--- src/rtl/boids_pkg.sv ---
// Shared constants, position types and FSM encoding for the boid frame writer.
package boids_pkg;
  localparam int MAX_BOIDS    = 4;
  localparam int VIDEO_WIDTH  = 640;
  localparam int VIDEO_HEIGHT = 480;
  localparam int ADDR_WIDTH   = 19;
  localparam int X_W          = 10;
  localparam int Y_W          = 9;

  typedef enum logic [1:0] {
    IDLE   = 2'd0,
    SWITCH = 2'd1,
    FETCH  = 2'd2,
    WRITE  = 2'd3
  } fw_state_e;

  typedef struct packed {
    logic [X_W-1:0] x;
    logic [Y_W-1:0] y;
  } boid_pos_t;
endpackage

--- src/rtl/pixel_addr_calc.sv ---
// Combinational pixel address (y*width + x) and visible-area test for one boid.
module pixel_addr_calc
  import boids_pkg::*;
#(
  parameter int VW = VIDEO_WIDTH,
  parameter int VH = VIDEO_HEIGHT,
  parameter int AW = ADDR_WIDTH
) (
  input  logic [X_W-1:0] x,
  input  logic [Y_W-1:0] y,
  output logic [AW-1:0]  addr,
  output logic           in_range
);
  localparam logic [X_W-1:0] X_LIM = X_W'(VW);
  localparam logic [Y_W-1:0] Y_LIM = Y_W'(VH);

  logic [AW-1:0] row_base;

  generate
    if (VW == 640) begin : g_shift640
      // 640 = 512 + 128, so the row base is two shifted copies of y
      assign row_base = (AW'(y) << 9) + (AW'(y) << 7);
    end else begin : g_generic
      assign row_base = AW'(y) * AW'(VW);
    end
  endgenerate

  assign addr     = row_base + AW'(x);
  assign in_range = (x < X_LIM) && (y < Y_LIM);
endmodule

--- src/rtl/boid_frame_writer.sv ---
// Per frame: swap to a cleared buffer, then plot one pixel for each boid position.
module boid_frame_writer
  import boids_pkg::*;
#(
  parameter int MAX_BOIDS    = boids_pkg::MAX_BOIDS,
  parameter int VIDEO_WIDTH  = boids_pkg::VIDEO_WIDTH,
  parameter int VIDEO_HEIGHT = boids_pkg::VIDEO_HEIGHT,
  parameter int ADDR_WIDTH   = boids_pkg::ADDR_WIDTH,
  localparam int SW          = $clog2(MAX_BOIDS)
) (
  input  logic                  clock,
  input  logic                  resetn,
  input  logic                  screen_end,
  output logic [SW-1:0]         boid_sel,
  input  logic [X_W-1:0]        boid_x,
  input  logic [Y_W-1:0]        boid_y,
  output logic                  fb_switch,
  output logic                  fb_we,
  output logic [ADDR_WIDTH-1:0] fb_addr,
  output logic                  fb_data,
  output logic                  busy,
  output logic [7:0]            overrun_count
);
  fw_state_e       state, state_n;
  logic [SW-1:0]   idx;
  boid_pos_t       pos_q;
  logic [ADDR_WIDTH-1:0] calc_addr;
  logic            calc_in_range;
  logic            last;

  pixel_addr_calc #(
    .VW (VIDEO_WIDTH),
    .VH (VIDEO_HEIGHT),
    .AW (ADDR_WIDTH)
  ) u_addr (
    .x        (pos_q.x),
    .y        (pos_q.y),
    .addr     (calc_addr),
    .in_range (calc_in_range)
  );

  assign last     = (idx == SW'(MAX_BOIDS - 1));
  assign busy     = (state != IDLE);
  assign boid_sel = idx;
  assign fb_data  = 1'b1;

  always_comb begin
    state_n = state;
    case (state)
      IDLE:    if (screen_end) state_n = SWITCH;
      SWITCH:  state_n = FETCH;
      FETCH:   state_n = WRITE;
      WRITE:   state_n = last ? IDLE : FETCH;
      default: state_n = IDLE;
    endcase
  end

  always_ff @(posedge clock or negedge resetn) begin
    if (!resetn) begin
      state         <= IDLE;
      idx           <= '0;
      pos_q         <= '0;
      fb_switch     <= 1'b0;
      fb_we         <= 1'b0;
      fb_addr       <= '0;
      overrun_count <= '0;
    end else begin
      state     <= state_n;
      fb_switch <= (state == IDLE) && screen_end;
      fb_we     <= (state == WRITE) && calc_in_range;
      // Off-screen boids leave the previous address in place
      if (state == WRITE && calc_in_range) fb_addr <= calc_addr;
      if (state == SWITCH)             idx <= '0;
      else if (state == WRITE && !last) idx <= idx + SW'(1);
      if (state == FETCH) pos_q <= '{x: boid_x, y: boid_y};
      // A frame end during a scan is dropped; that includes the final WRITE cycle
      if (busy && screen_end && overrun_count != 8'hFF)
        overrun_count <= overrun_count + 8'd1;
    end
  end
endmodule

--- config.mk ---
export PLATFORM = sky130hd
export DESIGN_NAME = boid_frame_writer
export DESIGN_NICKNAME = d
export VERILOG_FILES = /design/src/rtl/boids_pkg.sv /design/src/rtl/pixel_addr_calc.sv /design/src/rtl/boid_frame_writer.sv
export SDC_FILE = /design/constraint.sdc
export NUM_CORES = 1
export LEC_CHECK = 0
export BUFFER_PORTS_ARGS = -buffer_cell sky130_fd_sc_hd__buf_2
export CAP_MARGIN = 20
export CORE_ASPECT_RATIO = 1.4
export CORE_MARGIN = 2
export CORE_UTILIZATION = 45
export CTS_CLUSTER_DIAMETER = 40
export CTS_CLUSTER_SIZE = 14
export DETAILED_ROUTE_END_ITERATION = 10
export PLACE_DENSITY_LB_ADDON = 0.08
export SLEW_MARGIN = 20
export SYNTH_ARGS = -nofsm -noshare
export SYNTH_HDL_FRONTEND = slang
export SYNTH_SLANG_ARGS = --single-unit
--- constraint.sdc ---
create_clock -name clock -period 5.13 [get_ports clock]
set_input_delay 0.2565 -clock clock [delete_from_list [all_inputs] [get_ports clock]]
set_output_delay 0.2565 -clock clock [all_outputs]
set_load 0.005 [all_outputs]
=== Word-level counts from Yosys, hierarchy flattened ===
Cells that the tools add are included.

* Flip-flop bits (word level): 52
* Latch bits: 0
* RAM bits: 0
* Bits in read-only memories: 0
* Bits of input ports: 22
* Logic and storage cells: 35
* Memories: 0

* Add/subtract/negate cells: 4
* Multipliers: 0
* Divide/modulo/power cells: 0
* Order comparisons: 2
* Eq/ne operators: 6
* Shifts and indexed selects: 0
* Mux-type cells: 5
* Bitwise gates (word level): 0
* Reduce and logical (&&, ||, !) cells: 10

{| class="wikitable"
|+ Operators with widths
! cell !! number
|-
| $add 18x16->19 || 1
|-
| $add 19x10->19 || 1
|-
| $lt 10x10->1 const B || 1
|-
| $lt 9x9->1 const B || 1
|-
| $add 8x1->8 const B || 1
|-
| $mux 2 || 4
|-
| $ne 8x8->1 const B || 1
|-
| $pmux 2 s4 || 1
|-
| $eq 2x2->1 const B || 3
|-
| $logic_and 1x1->1 || 6
|-
| $reduce_bool 2->1 || 2
|-
| $add 2x1->2 const B || 1
|-
| $eq 2x1->1 const B || 1
|-
| $logic_not 2->1 || 1
|-
| $ne 2x2->1 const B || 1
|-
| $logic_not 1->1 || 1
|}

=== Logic depth before layout (Yosys ltp) ===
Gate-level depths: netlist of run 1.

* Depth after elaboration: 5
* Depth in mapped cells: 9
* Mapped depth without buffers: 9

=== Modules after synthesis ===
Synthesis of run 1 repeated with hierarchy kept, for this count alone.

* Cell total of the unflattened synthesis: 221
* Area total of the unflattened synthesis: 2726.4 um2

{| class="wikitable"
|+ Modules (own cells, without submodules)
! module !! instances !! cells an instance !! area an instance (um2)
|-
| boid_frame_writer || 1 || 146 || 2094.5
|-
| pixel_addr_calc || 1 || 75 || 631.9
|}

=== Worst setup path after synthesis of run 1 ===
OpenSTA, ideal clock, no wires.

* Path kind: flip-flop to flip-flop
* Start: reg pos_q[0] (netlist bit)
* End: reg fb_addr[18]
* Setup time: 0.127 ns
* Arrival time: 2.197 ns
* Required time: 5.003 ns
* Path slack: 2.807 ns
* Stages on the path, launching flop included: 10
* Path buffers: 0
* Period minus slack after synthesis: 2.323 ns
* Path through: dfrtp_1 > inv_1 > fa_1 > inv_1 > fa_1 > a211oi_1 > o21a_1 > nor2_1 > a221oi_1 > o31ai_1

* Word-level cells in the longest chain between the ends: 3

{| class="wikitable"
|+ Ends and longest elaborated chain
! what !! line !! RTL
|-
| start: declaration || boid_frame_writer.sv:26 || <nowiki>boid_pos_t pos_q;</nowiki>
|-
| start signal: assignment || boid_frame_writer.sv:75 || <nowiki>if (state == FETCH) pos_q <= '{x: boid_x, y: boid_y};</nowiki>
|-
| branches (longest 3 deep; another with $add 18x16->19) || -- ||
|-
| end signal: assignment || boid_frame_writer.sv:72 || <nowiki>if (state == WRITE && calc_in_range) fb_addr <= calc_addr;</nowiki>
|-
| end: declaration || boid_frame_writer.sv:19 || <nowiki>output logic [ADDR_WIDTH-1:0] fb_addr,</nowiki>
|}

Parallel ways; which one is timed is not known.
A chain may end at the register's enable or synchronous reset.

=== Final worst setup path of run 1 ===
Ends and elaborated chain as after synthesis.

==> results_dict.tcl, run 1 <==
set metrics [dict create \
    rsz0062_at_grt "false" \
    ys_top_cells_by_count "dfrtp_1, nand2_1, ha_1, o21ai_0, mux2_2" \
    die_area_mm2 0.00625 \
    synth-edff-count 0 \
    grt_usage_pct 17.0 \
    dpl.hpwl_um 3500 \
    synth-simple-area-share_pct 12.3 \
    dp_slack_ns 2.61 \
    peakVddDrop_mv 0.323 \
    tightest_slew_ns 0.648 \
    hold_viol 0 \
    leakagePower_uw 0.00153 \
    crit_type "register to register" \
    setup_slack_ns 2.58 \
    post_drt_wl_per_cell_um 13.2 \
    grt_max_degree 53 \
    worstPathArrival_ns 2.73 \
    cpPeakStageDelay_ns 0.53 \
    vias 1826 \
    end_kind "register" \
    syn_area_mm2 0.00253 \
    cts_hold_buf 0 \
    fin_crit_ns 2.55 \
    swShare_pct 41.7 \
    first_iter_violations 73 \
    die-height_um 92.8 \
    drv_cap 0 \
    htreeDepth 2 \
    antenna_found_initial 0 \
    fmax_ghz 0.392 \
    power.density_mw_per_mm2 751 \
    crit_chain "inv_1, fa_1, inv_1, fa_1, a211oi_1, o21a_1, nor2_1, a221oi_1, o31ai_1" \
    rows 32 \
    yosysWarnings 0 \
    power.total_uw 2220 \
    final_max_slew_viol_count 0 \
    grt_pass1_vias 1858 \
    final.period_utilization_pct 49.7 \
    maxSlewHeadroom_pct 56.8 \
    ios 55 \
    ys_types 34 \
    clkTransAtPathRegs_ns 0.09 \
    finalInstanceArea_mm2 0.00296 \
    crit_fanout 3 \
    hp-class "primary input to asynchronous set/reset pin" \
    final_util_pct 53.9 \
    cts_buffers 5 \
    skew_ns 0.00317 \
    cts_tree "done" \
    synth_top_area_share_pct 51.4 \
    cts_buffer_depth 2 \
    slowest_stage "fa_1" \
    grt_pass1_wl_um 8080 \
    place_area_mm2 0.00286 \
    yosysSeqAreaShare_pct 51.4 \
    syn-num-nets 279 \
    cts_setup_buffers 0 \
    synthCells 236 \
    yosys.area.top_type "dfrtp_1" \
    layout-drive-gt1-share_pct 27.1 \
    path_delay_family "adder cells" \
    drc 0 \
    clockPowerShare_pct 10.6 \
    setup_violations 0 \
    drt_first_pass_iters 4 \
    pwr-share-comb_pct 55.5 \
    synth_ff_type "dfrtp_1" \
    clkSinkCount 52 \
    start_kind "register" \
    synth_compound_area_share_pct 10.2 \
    clock_latency_ns 0.29 \
    muxShareOfSynthArea_pct 6.67 \
    synth_fa_ha_area_share_pct 11.0 \
    port_buffers 53 \
    postCtsResizedCells 0 \
    status "complete, no violations" \
    fp.dieW_um 67.4 \
    core_mm2 0.00549 \
    root_buffer "clkbuf_8" \
    synthXorXnorAreaFrac_pct 5.19 \
    switchingPower_uw 925 \
    syn_avg_cell_area_um2 10.7 \
    ant_nets 0 \
    drt_wl_total_um 4760 \
    ys_ff_latch 52 \
    antenna_cells 0 \
    synth_top_family_by_area "simple AND/OR/NAND/NOR gates" \
    yosysMostFrequentCell "dfrtp_1" \
    grt_overflow 0 \
    p_seq_share_pct 33.8 \
    tns_ns 0 \
    p_int_uw 1290 \
    synthArstFlopShare_pct 100 \
    initial_core_util_pct 46.2 \
    gp_congestion 0.848 \
    path_buf_inv 2 \
    yosys-top-cells-area "dfrtp_1, ha_1, nand2_1" \
    required_ns 5.31 \
    routed_via_density 5.07 \
    nNetsFinal 334 \
    area_delta_synth_final_pct 16.6 \
]
layout make-up:
type	count	area (um^2)
well taps	68	85.1
repair buffers	55	280
fillers	510	2530
inverters	11	41.3
clock buffers	8	90.1
flip-flops and latches	52	1300
multi-input cells	166	1160
metrics by stage:
stage                     std cells  hold slack [ns]
after floorplan                 236          -0.0391
after global placement          352            0.418
after detailed placement        352            0.416
after CTS                       360           0.0844
after global routing            360            0.115
final                           360           0.0654
layout by cell type (no fill, tap or decap), types with 2 or more instances in the layout:
cell type  synthesis  routed
fa_1               2       2
nor3_1             2       2
mux2_2            15      15
nand4_1            4       4
o21ai_1            2       2
xnor2_1            8       8
o2bb2ai_1          2       2
clkbuf_1           1       2
inv_1             11      11
buf_4              2       2
a31oi_1            2       2
a21o_1             3       3
ha_1              19      19
a21oi_1            5       5
a211oi_1           3       3
nand2_1           50      50
nand3_1            4       4
and3_1             2       2
o21ai_0           16      16
o21a_1             2       2
clkbuf_8           0       6
xor2_1             7       7
buf_2              4      53
dfrtp_1           52      52
nor2_1             8       8
final timing paths:
check / depth (start not counted) / to / start / slack [ns]
max in group asynchronous: 2 / pos_q[16] / resetn / 4.63
worst max-delay path: 9 / fb_addr[18] / pos_q[0] / 2.58
min in group clock: 3 / pos_q[8] / boid_y[8] / 0.17
worst min-delay path: 2 / fb_addr[16] / resetn / 0.07
worst min register to register: 2 / fb_addr[3] / pos_q[12] / 0.47
worst max register to register: 9 / fb_addr[18] / pos_q[0] / 2.58
flip-flops by register name, summed over array words and instances (netlist names):
register,cells
boid_sel,2
fb_addr,19
fb_switch,1
fb_we,1
overrun_count,8
pos_q,19
state,2
worst reg2reg max path, delay by kind of cell, from the launching register on:
kind / cells / cell delay [ns]
AND/OR/NAND/NOR: 1 / 0.07
AO/OA/AOI/OAI: 4 / 0.85
adder cells (fa/ha/maj): 2 / 1.00
buffers and inverters: 2 / 0.14
flip-flops: 1 / 0.36
metal layers:
layer / part of all wire, % / GRT usage (%) / up-vias
met5: 0 / 0 / -
met4: 2.3 / 7.14 / 0
met3: 4.1 / 3.65 / 10
met2: 52 / 29.7 / 38
met1: 41 / 19.6 / 866
li1: - / - / 912
power groups by stage:
stage	Combinational [uW]	Clock [uW]	Sequential, uW
floorplan	921	0	746
global placement	1230	0	758
detailed placement	1250	0	759
CTS	1260	247	752
global route	1430	259	778
finish	1230	236	751
logic make-up after synthesis:
logic type / Yosys count
fa+ha+maj: 21
mux: 15
flops: 52
other cells: 1
compound gates: 40
xor+xnor: 15
simple gates: 74
buf+inv: 18
Note: power is estimated with default switching activity, not from simulation.
==> run 2, diff against run 1 <==
--- a/config.mk
+++ b/config.mk
@@ -5,6 +5,7 @@
 export SDC_FILE = /design/constraint.sdc
 export NUM_CORES = 1
 export LEC_CHECK = 0
+export ABC_AREA = 1
 export BUFFER_PORTS_ARGS = -buffer_cell sky130_fd_sc_hd__buf_2
 export CAP_MARGIN = 20
 export CORE_ASPECT_RATIO = 1.4
==> constraint.sdc (replaced) <==
create_clock -name clock -period 2.4 [get_ports clock]
set_input_delay 0.12 -clock clock [delete_from_list [all_inputs] [get_ports clock]]
set_output_delay 0.12 -clock clock [all_outputs]
set_load 0.005 [all_outputs]
==> results_dict.tcl, run 2 <==
set metrics [dict create \
    status "complete, no violations" \
    crit_fanout 3 \
    worstPathArrival_ns 2.39 \
    cts_buffer_depth 2 \
    grt_max_degree 53 \
    peakVddDrop_mv 0.674 \
    multi_input_area_mm2 0.00128 \
    dpl.hpwl_um 3960 \
    die-height_um 95.9 \
    hold_viol 0 \
    ant_nets 0 \
    layout-drive-gt1-share_pct 24.4 \
    initial_core_util_pct 46.3 \
    end_kind "register" \
    start_kind "register" \
    final_max_slew_viol_count 0 \
    fp.dieW_um 69.7 \
    synth_compound_area_share_pct 3.96 \
    syn-num-nets 341 \
    post_drt_wl_per_cell_um 12.3 \
    clkSinkCount 52 \
    syn_area_mm2 0.00272 \
    cts_hold_buf 1 \
    vias 2093 \
    nNetsFinal 398 \
    gp_congestion 0.823 \
    holdPathStages 2 \
    die_area_mm2 0.00668 \
    top_regs "fb_addr x19, pos_q x19, overrun_count x8" \
    tightest_slew_ns 0.659 \
    yosys-top-cells-area "dfrtp_1, nand2_1, ha_1" \
    drc 0 \
    synth-edff-count 0 \
    drt_first_pass_iters 4 \
    clkTransAtPathRegs_ns 0.10 \
    htreeDepth 2 \
    first_iter_violations 87 \
    ys_top_cells_by_count "nand2_1, dfrtp_1, inv_1, nor2_1, ha_1" \
    antenna_found_initial 0 \
    final_common_cell "nand2_1" \
    synth_top_family_by_area "simple AND/OR/NAND/NOR gates" \
    grt_overflow 0 \
    routed_via_density 4.91 \
    rsz0062_at_grt "false" \
    ys_types 29 \
    mostFrequentLayoutCells "nand2_1, buf_2, dfrtp_1, inv_1, nor2_1" \
    root_buffer "clkbuf_8" \
    grt_pass1_vias 2043 \
    synth_ff_type "dfrtp_1" \
    area_delta_synth_final_pct 15.6 \
    grt_usage_pct 17.1 \
    fmax_ghz 0.464 \
    clock_latency_ns 0.30 \
    r2r_start "pos_q[0]" \
    synthXorXnorAreaFrac_pct 3.23 \
    ios 55 \
    postCtsResizedCells 0 \
    cpPeakStageDelay_ns 0.53 \
    required_ns 2.64 \
    ff_latch_area_mm2 0.00130 \
    cts_setup_buffers 0 \
    yosysWarnings 0 \
    maxSlewHeadroom_pct 56.1 \
    synth_fa_ha_area_share_pct 10.2 \
    core_mm2 0.00586 \
    drt_wl_total_um 5260 \
    fillers 592 \
    crit_chain "inv_1, fa_1, inv_1, fa_1, nand3_1, nand2_1, nand2_1, nand2_1, nand2_1, nand2_1, o21ai_1" \
    antenna_cells 0 \
    yosysSeqAreaShare_pct 47.9 \
    muxShareOfSynthArea_pct 6.22 \
    syn_avg_cell_area_um2 9.11 \
    min_to "pos_q[9]" \
    final.period_utilization_pct 89.8 \
    cts_tree "done" \
    synth-simple-area-share_pct 23.3 \
    power.density_mw_per_mm2 1610 \
    hp-class "primary input to register" \
    rr_worst_depth 11 \
    yosys.area.top_type "dfrtp_1" \
    synth_top_area_share_pct 47.9 \
    port_buffers 53 \
    tns_ns 0 \
    grt_pass1_wl_um 9140 \
    crit_path_frequent_cell "nand2_1" \
    slowest_stage "fa_1" \
    fin_crit_ns 2.16 \
    dp_slack_ns 0.262 \
    ff2ff_setup_slack_ns 0.24 \
    rows 33 \
    yosysMostFrequentCell "nand2_1" \
    synthArstFlopShare_pct 100 \
    leakagePower_uw 0.00169 \
    crit_type "register to register" \
    cts_buffers 5 \
    setup_violations 0 \
    ys_ff_latch 52 \
    skew_ns 0.00702 \
    drv_cap 0 \
    synthCells 298 \
    hp-start "boid_x[0]" \
    reg2reg_to "fb_addr[14]" \
    setup_slack_ns 0.244 \
]
-- run 2: cell count changes in the layout (fill, tap and decap cells not counted), sizes merged, moves of 6 or more --
| cell | before | now |
|---|---|---|
| nand2 | 50 | 101 |
| nand3 | 4 | 19 |
| inv | 11 | 24 |
| nor2 | 9 | 22 |
| o21ai | 18 | 12 |
-- run 2: routing by layer --
layer | share of wire [%] | track usage, %
met3 | 3.4 | 3.14
met5 | 0 | 0
met4 | 1.9 | 5.77
met1 | 41 | 19.5
met2 | 54 | 32.4
-- run 2: worst max path at each step --
stage | startpoint | end | cells past startpoint
4_1_cts | pos_q[0] | fb_addr[14] | 11
5_1_grt | pos_q[0] | fb_addr[16] | 10
3_3_place_gp | pos_q[0] | fb_addr[14] | 11
6_report | pos_q[0] | fb_addr[14] | 11
3_5_place_dp | pos_q[0] | fb_addr[14] | 11
2_1_floorplan | pos_q[0] | fb_addr[14] | 11
-- run 2: through the flow --
step / cell area, um^2 / hold slack [ns] / std cells / util, % / power (uW)
detailed placement: 3040 / 0.291 / 417 / 51.8 / 4610
CTS: 3140 / 0.0214 / 426 / 53.5 / 5140
global route: 3140 / 0.0190 / 426 / 53.5 / 5680
global placement: 3040 / 0.289 / 417 / 51.8 / 4570
finish: 3140 / 0.0361 / 426 / 53.5 / 5040
floorplan: 2720 / -0.176 / 298 / - / 3810
-- run 2: worst max-delay path: cells and delay by family, from the launching register on --
kind                       cells  cell delay (ns)
AOI/OAI and AO/OA              1             0.11
and+or+nand+nor                6             0.47
buffers and inverters          2             0.15
DFF                            1             0.36
adders and majority gates      2             1.00
-- run 2: logic make-up after synthesis --
group                    Yosys count
AO/OA/AOI/OAI                     21
XOR/XNOR                          10
adder cells (fa/ha/maj)           21
buffers and inverters             29
flip-flops                        52
multiplexers                      15
other                              1
AND/OR/NAND/NOR                  149
-- run 2: layout make-up --
class	count	area share, %
clock buffers	5	2.19
flip-flops and latches	52	41.5
multi-input cells	217	40.7
clock inverters	3	0.718
repair buffers	56	9.25
well taps	70	2.79
inverters	23	2.83
-- run 2: power breakdown --
group / internal (uW) / total (uW) / switching [uW]
Sequential: 1300 / 1590 / 290
Clock: 210 / 513 / 303
Combinational: 1250 / 2940 / 1690
Total: 2760 / 5040 / 2290
